--- config.mk ---
export PLATFORM = sky130hd
export DESIGN_NAME = manchester_framer
export DESIGN_NICKNAME = d
export VERILOG_FILES = /design/src/rtl/manchester_framer.sv
export SDC_FILE = /design/constraint.sdc
export NUM_CORES = 1
export LEC_CHECK = 0
export CAP_MARGIN = 20
export CELL_PAD_IN_SITES_DETAIL_PLACEMENT = 1
export CELL_PAD_IN_SITES_GLOBAL_PLACEMENT = 1
export CORE_ASPECT_RATIO = 2
export CORE_UTILIZATION = 35
export DETAILED_ROUTE_END_ITERATION = 12
export PLACE_DENSITY = 0.84
export SLEW_MARGIN = 10
export SYNTH_ARGS = -nofsm -noshare
export SYNTH_HDL_FRONTEND = slang
export SYNTH_SLANG_ARGS = --single-unit
--- constraint.sdc ---
create_clock -name aclk -period 2 [get_ports aclk]
set_input_delay 0.4 -clock aclk [delete_from_list [all_inputs] [get_ports aclk]]
set_output_delay 0.4 -clock aclk [all_outputs]
set_load 0.02 [all_outputs]
--- src/rtl/manchester_framer.sv ---
// Byte framer feeding the Manchester serializer. Each frame is PREAMBLE_LEN
// bytes of 0xAA, one 0xD5 start-of-frame delimiter, FRAME_SIZE payload bytes
// taken from the s_axis side, an optional CRC-8 byte, then GAP_CYCLES idle
// cycles before the next frame may start.
//
// Optional feature: define MANCHESTER_FRAMER_CRC_EN to append a CRC-8 byte
// (poly 0x07, init 0x00, MSB first, no reflection, no final XOR) computed over
// the payload bytes only.
//
// Ports:
//   aclk, areset             clock (rising edge), async active-high reset
//   s_axis_tdata/tvalid/tready  payload byte stream in
//   m_axis_tdata/tvalid/tready  framed byte stream out (registered)
//   busy                     high whenever the FSM is not idle
//   frame_count              completed frames, wraps at 16 bits
module manchester_framer #(
  parameter int unsigned FRAME_SIZE   = 4,
  parameter int unsigned PREAMBLE_LEN = 2,
  parameter int unsigned GAP_CYCLES   = 0
) (
  input  logic        aclk,
  input  logic        areset,
  input  logic [7:0]  s_axis_tdata,
  input  logic        s_axis_tvalid,
  output logic        s_axis_tready,
  output logic [7:0]  m_axis_tdata,
  output logic        m_axis_tvalid,
  input  logic        m_axis_tready,
  output logic        busy,
  output logic [15:0] frame_count
);

  typedef enum logic [2:0] {
    StIdle,
    StPreamble,
    StSfd,
    StPayload,
    StGap
`ifdef MANCHESTER_FRAMER_CRC_EN
    , StCrc
`endif
  } state_e;

  localparam logic [3:0] PreLast  = 4'(PREAMBLE_LEN - 1);
  localparam logic [7:0] ByteLast = 8'(FRAME_SIZE - 1);
  localparam logic [7:0] GapLast  = 8'(GAP_CYCLES - 1);
  localparam state_e AfterFrame   = (GAP_CYCLES > 0) ? StGap : StIdle;

  state_e      state_q, state_d;
  logic [7:0]  tdata_q, tdata_d;
  logic        tvalid_q, tvalid_d;
  logic [3:0]  pre_cnt_q, pre_cnt_d;
  logic [7:0]  byte_cnt_q, byte_cnt_d;
  logic [7:0]  gap_cnt_q, gap_cnt_d;
  logic [15:0] frame_count_q, frame_count_d;
  logic        slot_free;
  logic        load;
  logic [7:0]  load_byte;

`ifdef MANCHESTER_FRAMER_CRC_EN
  logic [7:0] crc_q, crc_d;

  function automatic logic [7:0] crc8_next(input logic [7:0] crc, input logic [7:0] data);
    logic [7:0] c;
    c = crc ^ data;
    for (int i = 0; i < 8; i++) begin
      c = c[7] ? ((c << 1) ^ 8'h07) : (c << 1);
    end
    return c;
  endfunction
`endif

  // The output register can take a new byte when empty or being drained now.
  assign slot_free     = !tvalid_q || m_axis_tready;
  assign s_axis_tready = (state_q == StPayload) && slot_free;
  assign m_axis_tdata  = tdata_q;
  assign m_axis_tvalid = tvalid_q;
  assign busy          = (state_q != StIdle);
  assign frame_count   = frame_count_q;

  always_comb begin
    state_d       = state_q;
    pre_cnt_d     = pre_cnt_q;
    byte_cnt_d    = byte_cnt_q;
    gap_cnt_d     = gap_cnt_q;
    frame_count_d = frame_count_q;
    load          = 1'b0;
    load_byte     = 8'h00;
`ifdef MANCHESTER_FRAMER_CRC_EN
    crc_d         = crc_q;
`endif

    unique case (state_q)
      StIdle: begin
        // Start on a pending payload byte without consuming it.
        if (s_axis_tvalid && slot_free) begin
          load      = 1'b1;
          load_byte = 8'hAA;
          pre_cnt_d = 4'd1;
          state_d   = (PREAMBLE_LEN > 1) ? StPreamble : StSfd;
        end
      end
      StPreamble: begin
        if (slot_free) begin
          load      = 1'b1;
          load_byte = 8'hAA;
          pre_cnt_d = pre_cnt_q + 4'd1;
          if (pre_cnt_q == PreLast) state_d = StSfd;
        end
      end
      StSfd: begin
        if (slot_free) begin
          load       = 1'b1;
          load_byte  = 8'hD5;
          byte_cnt_d = 8'd0;
`ifdef MANCHESTER_FRAMER_CRC_EN
          crc_d      = 8'h00;
`endif
          state_d    = StPayload;
        end
      end
      StPayload: begin
        if (s_axis_tvalid && slot_free) begin
          load       = 1'b1;
          load_byte  = s_axis_tdata;
          byte_cnt_d = byte_cnt_q + 8'd1;
`ifdef MANCHESTER_FRAMER_CRC_EN
          crc_d      = crc8_next(crc_q, s_axis_tdata);
          if (byte_cnt_q == ByteLast) state_d = StCrc;
`else
          if (byte_cnt_q == ByteLast) begin
            frame_count_d = frame_count_q + 16'd1;
            gap_cnt_d     = 8'd0;
            state_d       = AfterFrame;
          end
`endif
        end
      end
`ifdef MANCHESTER_FRAMER_CRC_EN
      StCrc: begin
        if (slot_free) begin
          load          = 1'b1;
          load_byte     = crc_q;
          frame_count_d = frame_count_q + 16'd1;
          gap_cnt_d     = 8'd0;
          state_d       = AfterFrame;
        end
      end
`endif
      StGap: begin
        gap_cnt_d = gap_cnt_q + 8'd1;
        if (gap_cnt_q == GapLast) state_d = StIdle;
      end
      default: state_d = StIdle;
    endcase

    tdata_d  = tdata_q;
    tvalid_d = tvalid_q;
    if (load) begin
      tdata_d  = load_byte;
      tvalid_d = 1'b1;
    end else if (slot_free) begin
      tvalid_d = 1'b0;
    end
  end

  always_ff @(posedge aclk or posedge areset) begin
    if (areset) begin
      state_q       <= StIdle;
      tdata_q       <= 8'h00;
      tvalid_q      <= 1'b0;
      pre_cnt_q     <= 4'd0;
      byte_cnt_q    <= 8'd0;
      gap_cnt_q     <= 8'd0;
      frame_count_q <= 16'd0;
`ifdef MANCHESTER_FRAMER_CRC_EN
      crc_q         <= 8'h00;
`endif
    end else begin
      state_q       <= state_d;
      tdata_q       <= tdata_d;
      tvalid_q      <= tvalid_d;
      pre_cnt_q     <= pre_cnt_d;
      byte_cnt_q    <= byte_cnt_d;
      gap_cnt_q     <= gap_cnt_d;
      frame_count_q <= frame_count_d;
`ifdef MANCHESTER_FRAMER_CRC_EN
      crc_q         <= crc_d;
`endif
    end
  end

endmodule
==> impl_results.md <==
* First-pass GRT wire length at around 9.4 mm
* Mapped Area at ~2000 um2
* CP arrival at 2.31 ns
* Max Clk Rate at approximately 480 MHz
* RSZ-0062 raised after global routing: true
* Drt total wl at about 5.5 mm
* CTS Hold Bufs at 0
* FF-to-FF path depth at 9
* Core Region at about 5500 um2
* Pwr/cell area at between 1000 and 1500 nW/um2
* Initial drt markers at 27
* Layout area overhead at 43.69%
* Reg area at 975.9 um2
* Largest net degree at the start of global routing at 40
* CP max-delay cell: or4b_4
* R2R setup slack at -0.1 ns
* Synth unique cells at 38
* Worst setup EP type: flip-flop
* IO Port Bufs at 38
* Synth Register Bits at 39
* Row cnt at 38
* DR vias at 1,722
* Dpl hpwl at between 4 and 5 mm
* Die area at around 6000 um2
* Placed cells at ~320
* Main flop type after synthesis: dfrtp_1
* Initial Util at 0.3645
* Worst Tran Pin Value at 0.5275 ns
* Fin cells at between 300 and 400
* Avg Cell Area, Syn at roughly 10 um2
* Worst Hold End: frame_count[15]
* Final net count at between 200 and 300
* Clock-pin transition on the worst setup and hold timing paths at 0.08 ns
* GRT Residual Overflow at 0
* Hold path start: frame_count[15]
* Hold path depth at 1
* Antenna Cells at 0
* Mapped Cells at about 200
* Minimum hold slack at roughly 0.47 ns
* R2R Path Start: byte_cnt_q[0]
* Cell family with most CP delay: simple AND/OR/NAND/NOR gates
* First-pass DRT Iterations at 4
* Deepest clock path buffer count at 2
* Worst Setup Start Kind: flip-flop
* Total leakage power at around 1.3 nW
* EDFF count, synth at 0
* Fillcell total at around 590
* Antenna violations before repair at 0
* Relative slew slack at 0.6484
* Worst Path Buf+Inv at 3
* GP Congestion at 0.7827
* Vias in the first global route at roughly 2,000
* Total track usage at 0.2018
* Die Span Y at ~110 um
* Count of final setup violators at 11
* Pwr Total at around 3.3 mW
* IO Pins at 39
* Placed Instance Area at 2614 um2
* Most area-consuming cells after synthesis: dfrtp_1 (49%), xnor2_1 (5.7%), ha_1 (5.6%)
* Final worst path period need at roughly 2.1 ns
* Reg2reg end: frame_count[5]
* CTS root buffer: clkbuf_8
* Post-synthesis sequential area ratio at 0.4896
* Final Hold Fails at 0
* DRC at 0
* Layout cells sized above 1 at 0.2239
* Max-slew violations at 0
* Ys async rst share at 1.000
* ANT nets after route at 0
* Clock latency on the worst-skew pair at 0.30 ns
* CP required at 2.21 ns
* Largest area contributor in the synthesized netlist: dfrtp_1
* Syn nets at 220
* Clk sinks at 39
* Max Cap Viol at 0
* Crit path max fanout at 4
* Post-route cell area at approximately 2900 um2
* Worst Clk Skew at around 0.0093 ns
* H-tree levels at 2
* Post-Route Utilization at 0.5238
* Worst vdd ir at ~0.84 mV
* Yosys warns at 0
* Area share of the largest cell type after synthesis at 0.4896
* Ordered cell list for the critical path: ha_2 -> or4b_4 -> nor4_4 -> buf_4 -> nand4_1 -> buf_6 -> buf_6 -> nor2_4 -> xor2_1
* Hold Crit Class: flip-flop to flip-flop
* Crit-path max cell delay at about 0.47 ns
* Period utilisation layout at 1.049
* WS Path Type: flip-flop to flip-flop
* Multi-input combinational cell area at ~1000 um2
* Number of clock buffers inserted by TritonCTS at 5
* Final setup margin at -0.09899 ns
* Crit-path most repeated cell: buf_6
* CTS tree: yes
* Average routed wire per standard cell at roughly 17 um
* Violated checks: setup timing
* Outcome: finished, violations left
* Via density at 5.250
* Die W at 55.36 um
## metal layers
layer	vias to the layer above	track usage	routed length [um]
li1	811	-	-
met1	872	0.1852	1908
met2	28	0.4105	3371
met3	11	0.03321	111
met4	0	0.1018	155
met5	-	0	0
## cell usage after synthesis, types with 2 or more instances
cell and instances:
ha_1 9, and3_2 2, a21oi_1 10, mux2i_1 2, nor2_1 19, nand3_1 8
nor2b_1 3, o21ai_0 16, nand2_1 18, and3_1 2, xor2_1 8, and2_1 2
clkbuf_1 6, xnor2_1 13, dfrtp_1 39, nand4_1 6, inv_1 10, nor3_1 5
mux2_2 2
## state kept, by name, summed over array words and instances (netlist names)
name           cells
byte_cnt_q         8
frame_count       16
m_axis_tdata       8
m_axis_tvalid      1
pre_cnt_q          4
state_q            2
## repair_timing
item,in CTS,in global routing
gates resized for setup,19,8
hold endpoints to repair,0,0
buffers inserted,4,0
setup endpoints to repair,16,19
pin swaps,4,5
## stage by stage
stage,setup WS [ns],TNS [ns]
CTS,-0.1156,-0.5719
floorplan,-0.07154,-0.1140
global route,-0.1896,-1.945
finish,-0.09899,-0.6338
global placement,-0.2399,-2.482
detailed placement,-0.3794,-4.081
## worst max-delay path by stage
stage                             start         endpoint  slack (ns)  cells after the start
after global placement    m_axis_tready    s_axis_tready       -0.24                      4
final                     byte_cnt_q[0]   frame_count[5]        -0.1                      9
after floorplan           byte_cnt_q[0]       state_q[1]       -0.07                      6
after CTS                 byte_cnt_q[0]       state_q[1]       -0.12                      7
after global routing      byte_cnt_q[0]   frame_count[5]       -0.19                      9
after detailed placement  m_axis_tready  frame_count[11]       -0.38                      8
## layout by cell type, fill, tap and decap left out, types with 3 or more instances in the layout
| cell type | netlist | routed |
|---|---|---|
| inv_1 | 10 | 10 |
| clkbuf_8 | 0 | 5 |
| clkdlybuf4s50_1 | 0 | 36 |
| a21oi_1 | 10 | 10 |
| nor2_4 | 0 | 3 |
| nand2_1 | 18 | 18 |
| nor2b_1 | 3 | 3 |
| xor2_1 | 8 | 8 |
| ha_2 | 0 | 3 |
| nand3_1 | 8 | 7 |
| dfrtp_1 | 39 | 39 |
| nor3_2 | 0 | 3 |
| buf_6 | 0 | 4 |
| buf_4 | 0 | 25 |
| xnor2_1 | 13 | 13 |
| nor2_1 | 19 | 16 |
| o21ai_0 | 16 | 16 |
| nand4_1 | 6 | 6 |
| ha_1 | 9 | 6 |
## cells by family (layout without fill, tap and decap cells)
group | after synthesis | in the layout | synth area share
DFF | 39 | 39 | 0.4896
adders and majority gates | 9 | 9 | 0.05650
AOI/OAI and AO/OA | 35 | 35 | 0.1086
and+or+nand+nor | 74 | 74 | 0.1940
xor gates and xnor gates | 21 | 21 | 0.09228
buffers and inverters | 16 | 85 | 0.03013
muxes | 5 | 5 | 0.02887
## report_power, final
part	internal [mW]	total, mW	switching [mW]
Clock	0.499	0.782	0.283
Sequential	0.952	1.10	0.146
Combinational	0.687	1.45	0.761
## worst reg2reg max path: stages (launching register included)
cell     delay, ns
dfrtp_1       0.36
ha_2          0.18
or4b_4        0.47
nor4_4        0.13
buf_4         0.18
nand4_1       0.15
buf_6         0.17
buf_6         0.13
nor2_4        0.08
xor2_1        0.18
## area by class of cell
class	instances	area share
Tap cell	60	0.02621
Clock inverter	2	0.02097
Sequential cell	39	0.3408
Timing Repair Buffer	67	0.2119
Multi-Input combinational cell	144	0.3617
Inverter	10	0.01311
Clock buffer	6	0.02534
(Power assumes the default switching activity.)
==> edit: new RTL, config.mk and constraints unchanged <==
`tdata_q` no longer has a reset.
--- a/src/rtl/manchester_framer.sv
+++ b/src/rtl/manchester_framer.sv
@@ -167,7 +167,6 @@
   always_ff @(posedge aclk or posedge areset) begin
     if (areset) begin
       state_q       <= StIdle;
-      tdata_q       <= 8'h00;
       tvalid_q      <= 1'b0;
       pre_cnt_q     <= 4'd0;
       byte_cnt_q    <= 8'd0;
@@ -178,7 +177,6 @@
 `endif
     end else begin
       state_q       <= state_d;
-      tdata_q       <= tdata_d;
       tvalid_q      <= tvalid_d;
       pre_cnt_q     <= pre_cnt_d;
       byte_cnt_q    <= byte_cnt_d;
@@ -190,4 +188,8 @@
     end
   end
 
+  always_ff @(posedge aclk) begin
+    tdata_q <= tdata_d;
+  end
+
 endmodule
Function: changed (a bounded check fails within 4 cycles, from zero or initial values and one cycle with areset high).
==> edit against the unedited design <==
  * Critical path depth fell by 4
  * Power shrank 10%
  * Sequential cell count unchanged
  * Synthesized area increased by 0.82%
  * Worst setup slack better by 0.13 ns
  * Fmax is 6.7% higher
  * Clock power is 27% lower
  * Sequential share of layout area increased by 3.7 points
  * Non-clock buffer count decreased by 10
  * Die area is 0.80% higher
  * Routed wire length shrank 8.0%
  * Design area fell by 6.2%
  * Sequential power increased by 5%
  * Critical path type is now in -> reg
  * Critical endpoint is now state_q[1]
==> edit: results (changes against the unedited design) <==
* First-pass GRT wire length at 8.68 mm (was 9.40 mm)
* Top layer used by detailed routing: met4 (unchanged)
* Synth unique cells at 37 (was 38)
* GP Congestion at 0.762 (was 0.783)
* Worst reg2reg path depth at 5 (was 9)
* Ys async rst share at 79.5% (was 100%)
* DP Wirelength at 3.78 mm (was 4.06 mm)
* Largest net degree at the start of global routing at 32 (was 40)
* Met1 wire length at 1.81 mm (was 1.91 mm)
* CP Max Fanout at 2 (was 4)
* DR WL/cell at 16.5 um (was 16.9 um)
* Peak VDD IR at 884 uV (was 838 uV)
* Layout cell share with drive strength beyond 1 at 13.3% (was 22.4%)
* Routed wl met2 at 2.91 mm (was 3.37 mm)
* Number of global-route vias before repair at 1809 (was 1985)
* Worst hold path type: in -> async (was reg -> reg)
* Non-Filler Instances at 309 (was 328)
* Syn_nets at 211 (was 220)
* GR Layer Usage met2 at 36.0% (was 41.0%)
* Layout Skew at 0.0119 ns (was 0.00931 ns)
* Post-synth top cells: dfrtp_1, nand2_1, nor2_1, xor2_1 (was dfrtp_1, nor2_1, nand2_1, o21ai_0, xnor2_1)
* Total Routing Usage GR at 19.0% (was 20.2%)
* Vias at 1640 (was 1722)
* Starting DRT DRC Count at 22 (was 27)
* Leak at 0.00123 uW (was 0.00130 uW)
* Status: completed (was finished, violations left)
* Slew HR at 57.2% (was 64.8%)
* Placed cell count at 300 (was 316)
* Met3 GRT Util at 4.51% (was 3.32%)
* Sw Ratio at 37.0% (was 35.8%)
* Crit path DAT at 2.16 ns (was 2.31 ns)
* Detail Route met3 WL at 189 um (was 111 um)
* EDFF count, synth at 8 (was 0)
* Layout Nets at 269 (was 288)
* Top post-synthesis cells by area: dfrtp_1, edfxtp_1, ha_1 (was dfrtp_1, xnor2_1, ha_1)
* Logic pwr share at 42.5% (was 43.5%)
* Power Dens Cells at 1110 mW/mm2 (was 1160 mW/mm2)
* Fillers at 613 (was 592)
* CTS H-tree depth at 2 (unchanged)
* Syn avg cell area at 10.6 um2 (was 10.0 um2)
* Post-synthesis sequential area ratio at 50.6% (was 49.0%)
* Seq power at 1150 uW (was 1100 uW)
* Met1 Usage GRT at 17.7% (was 18.5%)
==> edit: path summary, 6_finish.rpt <==
| check | from | endpoint | slack (ns) |
|---|---|---|---|
| hold / removal | areset | frame_count[9] | 0.48 |
| min in group aclk | frame_count[15] | frame_count[15] | 0.48 |
| setup reg to reg | pre_cnt_q[1] | state_q[1] | 0.15 |
| setup / recovery | m_axis_tready | state_q[1] | 0.03 |
| hold reg to reg | frame_count[15] | frame_count[15] | 0.48 |
| max in group asynchronous | areset | frame_count[14] | 1.21 |
==> edit: per-stage QoR <==
stage,area (um2),worst slack [ns]
2_1_floorplan,2010,0.137
3_3_place_gp,2570,-0.252
3_5_place_dp,2570,-0.303
4_1_cts,2670,0.0390
5_1_grt,2690,0.00187
6_report,2690,0.0322
==> edit: critical path, stage by stage <==
cell             delay [ns]
clkdlybuf4s50_1        0.52
nor2b_4                0.06
or4b_1                 0.47
a221o_1                0.39
mux2_1                 0.32
==> edit: logic make-up after synthesis <==
family	Yosys count	share of synthesized area, %
AOI/OAI and AO/OA	17	5.85
and+or+nand+nor	83	23.0
adders and majority gates	9	5.60
xor gates and xnor gates	21	9.15
muxes	5	2.68
buffers and inverters	16	3.18
DFF	39	50.6
==> edit: what timing repair did <==
action / 4_1_cts / 5_1_grt
buffers inserted: 0 / 1
pin swaps: 0 / 1
gates resized for setup: 4 / 2
setup endpoints to repair: 5 / 5
hold endpoints to repair: 0 / 0
==> edit: layout make-up <==
cell class | count | area (um2) | share of cell area (%)
Timing Repair Buffer | 57 | 522 | 19.4
Inverter | 10 | 37.5 | 1.40
Sequential cell | 39 | 1020 | 37.8
Clock inverter | 1 | 5.00 | 0.186
Multi-Input combinational cell | 135 | 946 | 35.2
Clock buffer | 7 | 86.3 | 3.21
Tap cell | 60 | 75.1 | 2.79
